[src/rtl/axis_unpack.sv]
// rtl/axis_unpack.sv - AXI-Stream width down-converter, one WIDTH word to RATIO slices
// Slices leave LSB first; the last slice's handshake can take the next word in the same cycle.
module axis_unpack #(
  parameter int WIDTH = 32,
  parameter int RATIO = 4
) (
  input  logic                   aclk,
  input  logic                   aresetn,
  input  logic [WIDTH-1:0]       s_axis_tdata,
  input  logic                   s_axis_tlast,
  input  logic                   s_axis_tvalid,
  output logic                   s_axis_tready,
  output logic [WIDTH/RATIO-1:0] m_axis_tdata,
  output logic                   m_axis_tlast,
  output logic                   m_axis_tvalid,
  input  logic                   m_axis_tready
);

  localparam int BW = WIDTH / RATIO;
  localparam int IW = $clog2(RATIO);
  localparam logic [IW-1:0] LAST_IDX = IW'(RATIO - 1);

  logic [WIDTH-1:0] data_q, data_d;
  logic             last_q, last_d;
  logic             valid_q, valid_d;
  logic [IW-1:0]    idx_q, idx_d;

  logic on_last;
  logic in_hs;
  logic out_hs;

  assign on_last       = (idx_q == LAST_IDX);
  assign s_axis_tready = !valid_q || (m_axis_tready && on_last);
  assign in_hs         = s_axis_tvalid && s_axis_tready;
  assign out_hs        = valid_q && m_axis_tready;

  assign m_axis_tvalid = valid_q;
  assign m_axis_tlast  = valid_q && last_q && on_last;

  always_comb begin
    m_axis_tdata = '0;
    for (int i = 0; i < RATIO; i++) begin
      if (idx_q == IW'(i)) begin
        m_axis_tdata = data_q[i*BW +: BW];
      end
    end
  end

  always_comb begin
    data_d  = data_q;
    last_d  = last_q;
    valid_d = valid_q;
    idx_d   = idx_q;
    if (out_hs) begin
      if (on_last) begin
        valid_d = 1'b0;
        idx_d   = '0;
      end else begin
        idx_d = idx_q + 1'b1;
      end
    end
    // A load either fills an empty holder or replaces the word whose final slice just left.
    if (in_hs) begin
      data_d  = s_axis_tdata;
      last_d  = s_axis_tlast;
      valid_d = 1'b1;
      idx_d   = '0;
    end
  end

  always_ff @(posedge aclk) begin
    if (!aresetn) begin
      data_q  <= '0;
      last_q  <= 1'b0;
      valid_q <= 1'b0;
      idx_q   <= '0;
    end else begin
      data_q  <= data_d;
      last_q  <= last_d;
      valid_q <= valid_d;
      idx_q   <= idx_d;
    end
  end

endmodule

[config.mk]
export PLATFORM = sky130hd
export DESIGN_NAME = axis_unpack
export DESIGN_NICKNAME = d
export VERILOG_FILES = /design/src/rtl/axis_unpack.sv
export SDC_FILE = /design/constraint.sdc
export NUM_CORES = 1
export LEC_CHECK = 0
export ABC_AREA = 1
export CAP_MARGIN = 20
export CORE_ASPECT_RATIO = 1.1
export CORE_UTILIZATION = 40
export DETAILED_ROUTE_END_ITERATION = 10
export PLACE_DENSITY = 0.75
export SLEW_MARGIN = 30
export SYNTH_ARGS = -nofsm -noshare
export SYNTH_HDL_FRONTEND = slang
export SYNTH_SLANG_ARGS = --single-unit
[constraint.sdc]
create_clock -name aclk -period 3 [get_ports aclk]
set_clock_uncertainty 0.05 [all_clocks]
set_input_delay 0.6 -clock aclk [delete_from_list [all_inputs] [get_ports aclk]]
set_output_delay 0.6 -clock aclk [all_outputs]
set_load 0.02 [all_outputs]
==> Yosys cells after proc, flatten, opt, wreduce, memory -nomap -nowiden <==
Index checks and enable logic that the tools add are counted.
{ "op_classes": {"add_sub_neg": 1, "eq_ne": 3, "n_mux": 8, "bitwise": 1, "reduce_logical": 12} }
{ "op_table": {"columns": ["cell", "n"], "rows": [
  ["2-to-1 mux 8 bit", 4],
  ["logical AND 1 bit", 5],
  ["equality test 2 bit (second input constant)", 2],
  ["nonzero test 2 bit", 2],
  ["2-to-1 mux 1 bit", 3],
  ["adder 2 x 1 -> 2 bit (second input constant)", 1],
  ["equality test 2 x 1 -> 1 bit (second input constant)", 1],
  ["zero test 2 bit", 1],
  ["2-to-1 mux 2 bit", 1],
  ["AND reduction 2 bit", 1],
  ["OR reduction 2 bit", 1],
  ["zero test 1 bit", 1],
  ["logical OR 1 bit", 1],
  ["NOT 1 bit", 1]
]} }
{ "totals": {"ff_bits": 36, "out_inout_bits": 11, "elab_cells": 29} }

==> Logic depth before layout (Yosys ltp) <==
{ "depth": {"word_depth": 6, "mapped_depth": 8, "ltp_nobuf": 7} }

==> Worst setup path before layout <==
Ideal clock, no wire load.
{ "synth_path": {"kind": "register -> output", "startpoint": "register idx_q[0]", "endpoint": "output m_axis_tdata[5]", "arrival_ns": 1.238, "t_required_ns": 2.350, "path_slack_ns": 1.112, "stages_incl_launch_ff": 9, "path_cell_list": "dfxtp_1 > inv_1 > ha_1 > buf_2 > inv_1 > nor2_1 > nor2_1 > nand2_1 > nand2_1"} }
{ "synth_via": {"elab_chain_len": 5} }
{ "synth_rtl": {"columns": ["element", "line_no", "rtl"], "rows": [
  ["start, declared", "26", "logic [IW-1:0] idx_q, idx_d;"],
  ["start signal, assigned", "81", "idx_q <= idx_d;"],
  ["zero test 2 bit", "43", "if (idx_q == IW'(i)) begin"],
  ["2-to-1 mux 8 bit (3 in a row)", "43", null],
  ["2-to-1 mux 8 bit (*)", "43", null],
  ["end, declared", "13", "output logic [WIDTH/RATIO-1:0] m_axis_tdata,"]
]} }
Every way passes the cells marked *; elsewhere a longest branch is shown, timed or not.

==> Final worst setup path <==
{ "layout_path": {"startpoint": "register idx_q[1]", "endpoint": "output m_axis_tdata[2]"} }
The elaborated chain is that of the path after synthesis.

==> reports/results.tsv <==
stage	metric	value	unit
status	outcome	completed	
global_route	total grt overflow	0	
floorplan	Core ar.	4720	um2
floorplan	die height	76.2	um
clock_tree	clock buffer count from CTS	5	
power_and_ir_drop	pwr/cell area	455	nW/um2
cells_and_area	most common cell after layout, fill and taps aside	nand2_1	
sta	fin. max-slew vios	0	
placed_design	Placed Instances	398	
sta	Hold WS	0.433	ns
sta	Final Hold Viols	0	
synth	Synth Area in Adders	0.0250	
global_route	first-pass GRT wire length	7150	um
synth	post-synthesis mux area share	0	
power_and_ir_drop	power consumption	1.16	mW
global_route	GRT Total Usage	0.168	
synth	synthesized net count	355	
synth	Simple-Gate Fraction of Synth Area	0.350	
clock_tree	clk slew on worst S/H paths	0.06	ns
global_route	initial antenna violation count	0	
floorplan	Die ar.	5300	um2
cells_and_area	Post-layout nets	390	
routing	via count	1921	
global_route	vias in the first global route	1671	
placed_design	port bufs	47	
sta	# setup viols final	0	
floorplan	Top Ports	48	
critical_path	CP peak stage delay	0.60	ns
critical_path	Setup CP Type	reg -> out	
synth	compound-gate portion of the synthesized area	0.129	
sta	f_max	0.356	GHz
cells_and_area	post-route core utilization	0.538	
sta	Setup WS post-layout	0.188	ns
routing	Routed WL	4280	um
synth	area of the mapped netlist	2000	um2
sta	minimum clock period	2.81	ns
routing	drt drc	0	
routing	WL/cell	10.6	um
synth	XOR/XNOR Fraction of Synth Area	0	
placed_design	DP HPWL	2960	um
global_route	largest net degree at the start of global routing	69	
sta	Least-Margin Pin Slew	0.694	ns
critical_path	Critical Path RT	2.35	ns
critical_path	Slowest cell on crit path	clkdlybuf4s50_1	
critical_path	Most common cell on crit path	nand2_1	
synth	cells after synthesis	314	
sta	RSZ-0062 raised after global routing	false	
power_and_ir_drop	peak supply drop	0.205	mV
placed_design	GP Congestion	0.784	
clock_tree	CTS tree	yes	
synth	Distinct cells, synth	17	
clock_tree	CTS H-tree depth	2	
synth	Synth Register Bits	36	
placed_design	placed instance area	2440	um2
cells_and_area	non-filler cells, final	405	
routing	Via density	4.74	
power_and_ir_drop	Pleak	1.25	nW
cells_and_area	most frequent cells in the layout	73 x nand2_1, 52 x nor2_1, 46 x clkdlybuf4s50_1	
synth	largest family of logic cells by synthesized area	simple AND/OR/NAND/NOR gates	
routing	final antenna-violating net count	0	
clock_tree	later-pin clock latency in the skew report	0.28	ns
clock_tree	number of clock sinks	36	
routing	Initial DRT Pass Iterations	4	
cells_and_area	area grow syn2layout	26.7	%
floorplan	std cell rows	26	
critical_path	Max Fanout on Critical Path	9	
cells_and_area	layout cells sized above 1	0.0716	
clock_tree	CTS Root Cell	clkbuf_8	
floorplan	Chip Width	69.5	um
cells_and_area	area of all placed cells without fillers	2540	um2
sta	final setup TNS	0	ns
floorplan	Initial Util	0.425	
sta	crit share post-route	0.937	
critical_path	Cell Chain, Critical Path	inv_1 -> ha_1 -> inv_1 -> nand3_1 -> nand2_1 -> nand2_1 -> nand2_1 -> clkdlybuf4s50_1	
synth	Synth warnings	0	
cells_and_area	diode count	0	
synth	sequential fraction of the synthesis area	0.360	
sta	Slew HR	0.538	
routing	drt first-iter violations	107	
placed_design	dpl ws	0.468	ns
critical_path	startpoint class of the critical path	register	
synth	Mean Syn Cell Area	6.38	um2
critical_path	Worst Setup End Kind	output pin	
min_path	Hold Path Class	reg -> reg	
job	Max-Cap Viols	0	
clock_tree	clk buf depth	2	
critical_path	critical path arrival	2.16	ns
repair_timing:
action                                  4_1_cts  5_1_grt
hold buffers                                  0        0
buffers inserted                              0        0
endpoints found under the setup margin        0        6
endpoints found under the hold margin         0        0
resized for setup                             0        1
cell families (layout without fill, tap and decap cells):
group | after synthesis | count (layout)
and+or+nand+nor | 169 | 169
AOI/OAI and AO/OA | 43 | 43
adders and majority gates | 4 | 4
DFF | 36 | 36
buffers and inverters | 62 | 97
cell type report:
type / instances / area, um2
Clock buffer: 7 / 96.3
Fill cell: 472 / 2180
Inverter: 39 / 146
Multi-Input combinational cell: 216 / 1010
Sequential cell: 36 / 721
Tap cell: 56 / 70.1
Timing Repair Buffer: 51 / 495
critical path: cells and delay by family (launching register included):
family | cells | cell delay [ns]
AND/OR/NAND/NOR | 4 | 0.34
adder cells (fa/ha/maj) | 1 | 0.27
flip-flops | 1 | 0.38
buffers and inverters | 3 | 0.90
power breakdown:
part           switching, mW  internal, mW  total [mW]  leakage [nW]
Clock                  0.157         0.204       0.361        0.0503
Combinational          0.131         0.122       0.252         0.899
Sequential            0.0253         0.517       0.543         0.298
state kept, by name, indices dropped and copies added, names as in the netlist:
register,count
idx_q,2
m_axis_tvalid,1
data_q,32
last_q,1
per-layer routing:
layer,vias to the layer above,share of wire,GRT usage
li1,1038,-,-
met1,837,0.44,0.201
met2,39,0.50,0.289
met3,7,0.037,0.0291
met4,0,0.019,0.0816
met5,-,0,0
synth_stat cells:
cell type	number	share of area
a21oi_2	10	0.044
nand3_1	42	0.10
dfxtp_1	36	0.36
nand2_4	2	0.011
buf_6	1	0.0056
buf_1	6	0.011
ha_1	4	0.025
inv_1	39	0.073
buf_4	2	0.0075
clkbuf_1	1	0.0019
a21oi_1	31	0.077
a21boi_1	1	0.0037
buf_8	1	0.0075
o21a_1	1	0.0037
nor2_1	52	0.097
nand2_1	73	0.14
buf_2	12	0.030
final timing paths:
path                            slack, ns      start               to  cells past startpoint
worst min-delay path                 0.43  data_q[5]        data_q[5]                      2
worst max register to register       1.20   idx_q[0]         idx_q[0]                      7
worst max-delay path                 0.19   idx_q[1]  m_axis_tdata[2]                      8
worst min register to register       0.43  data_q[5]        data_q[5]                      2
(Power assumes the default switching activity.)
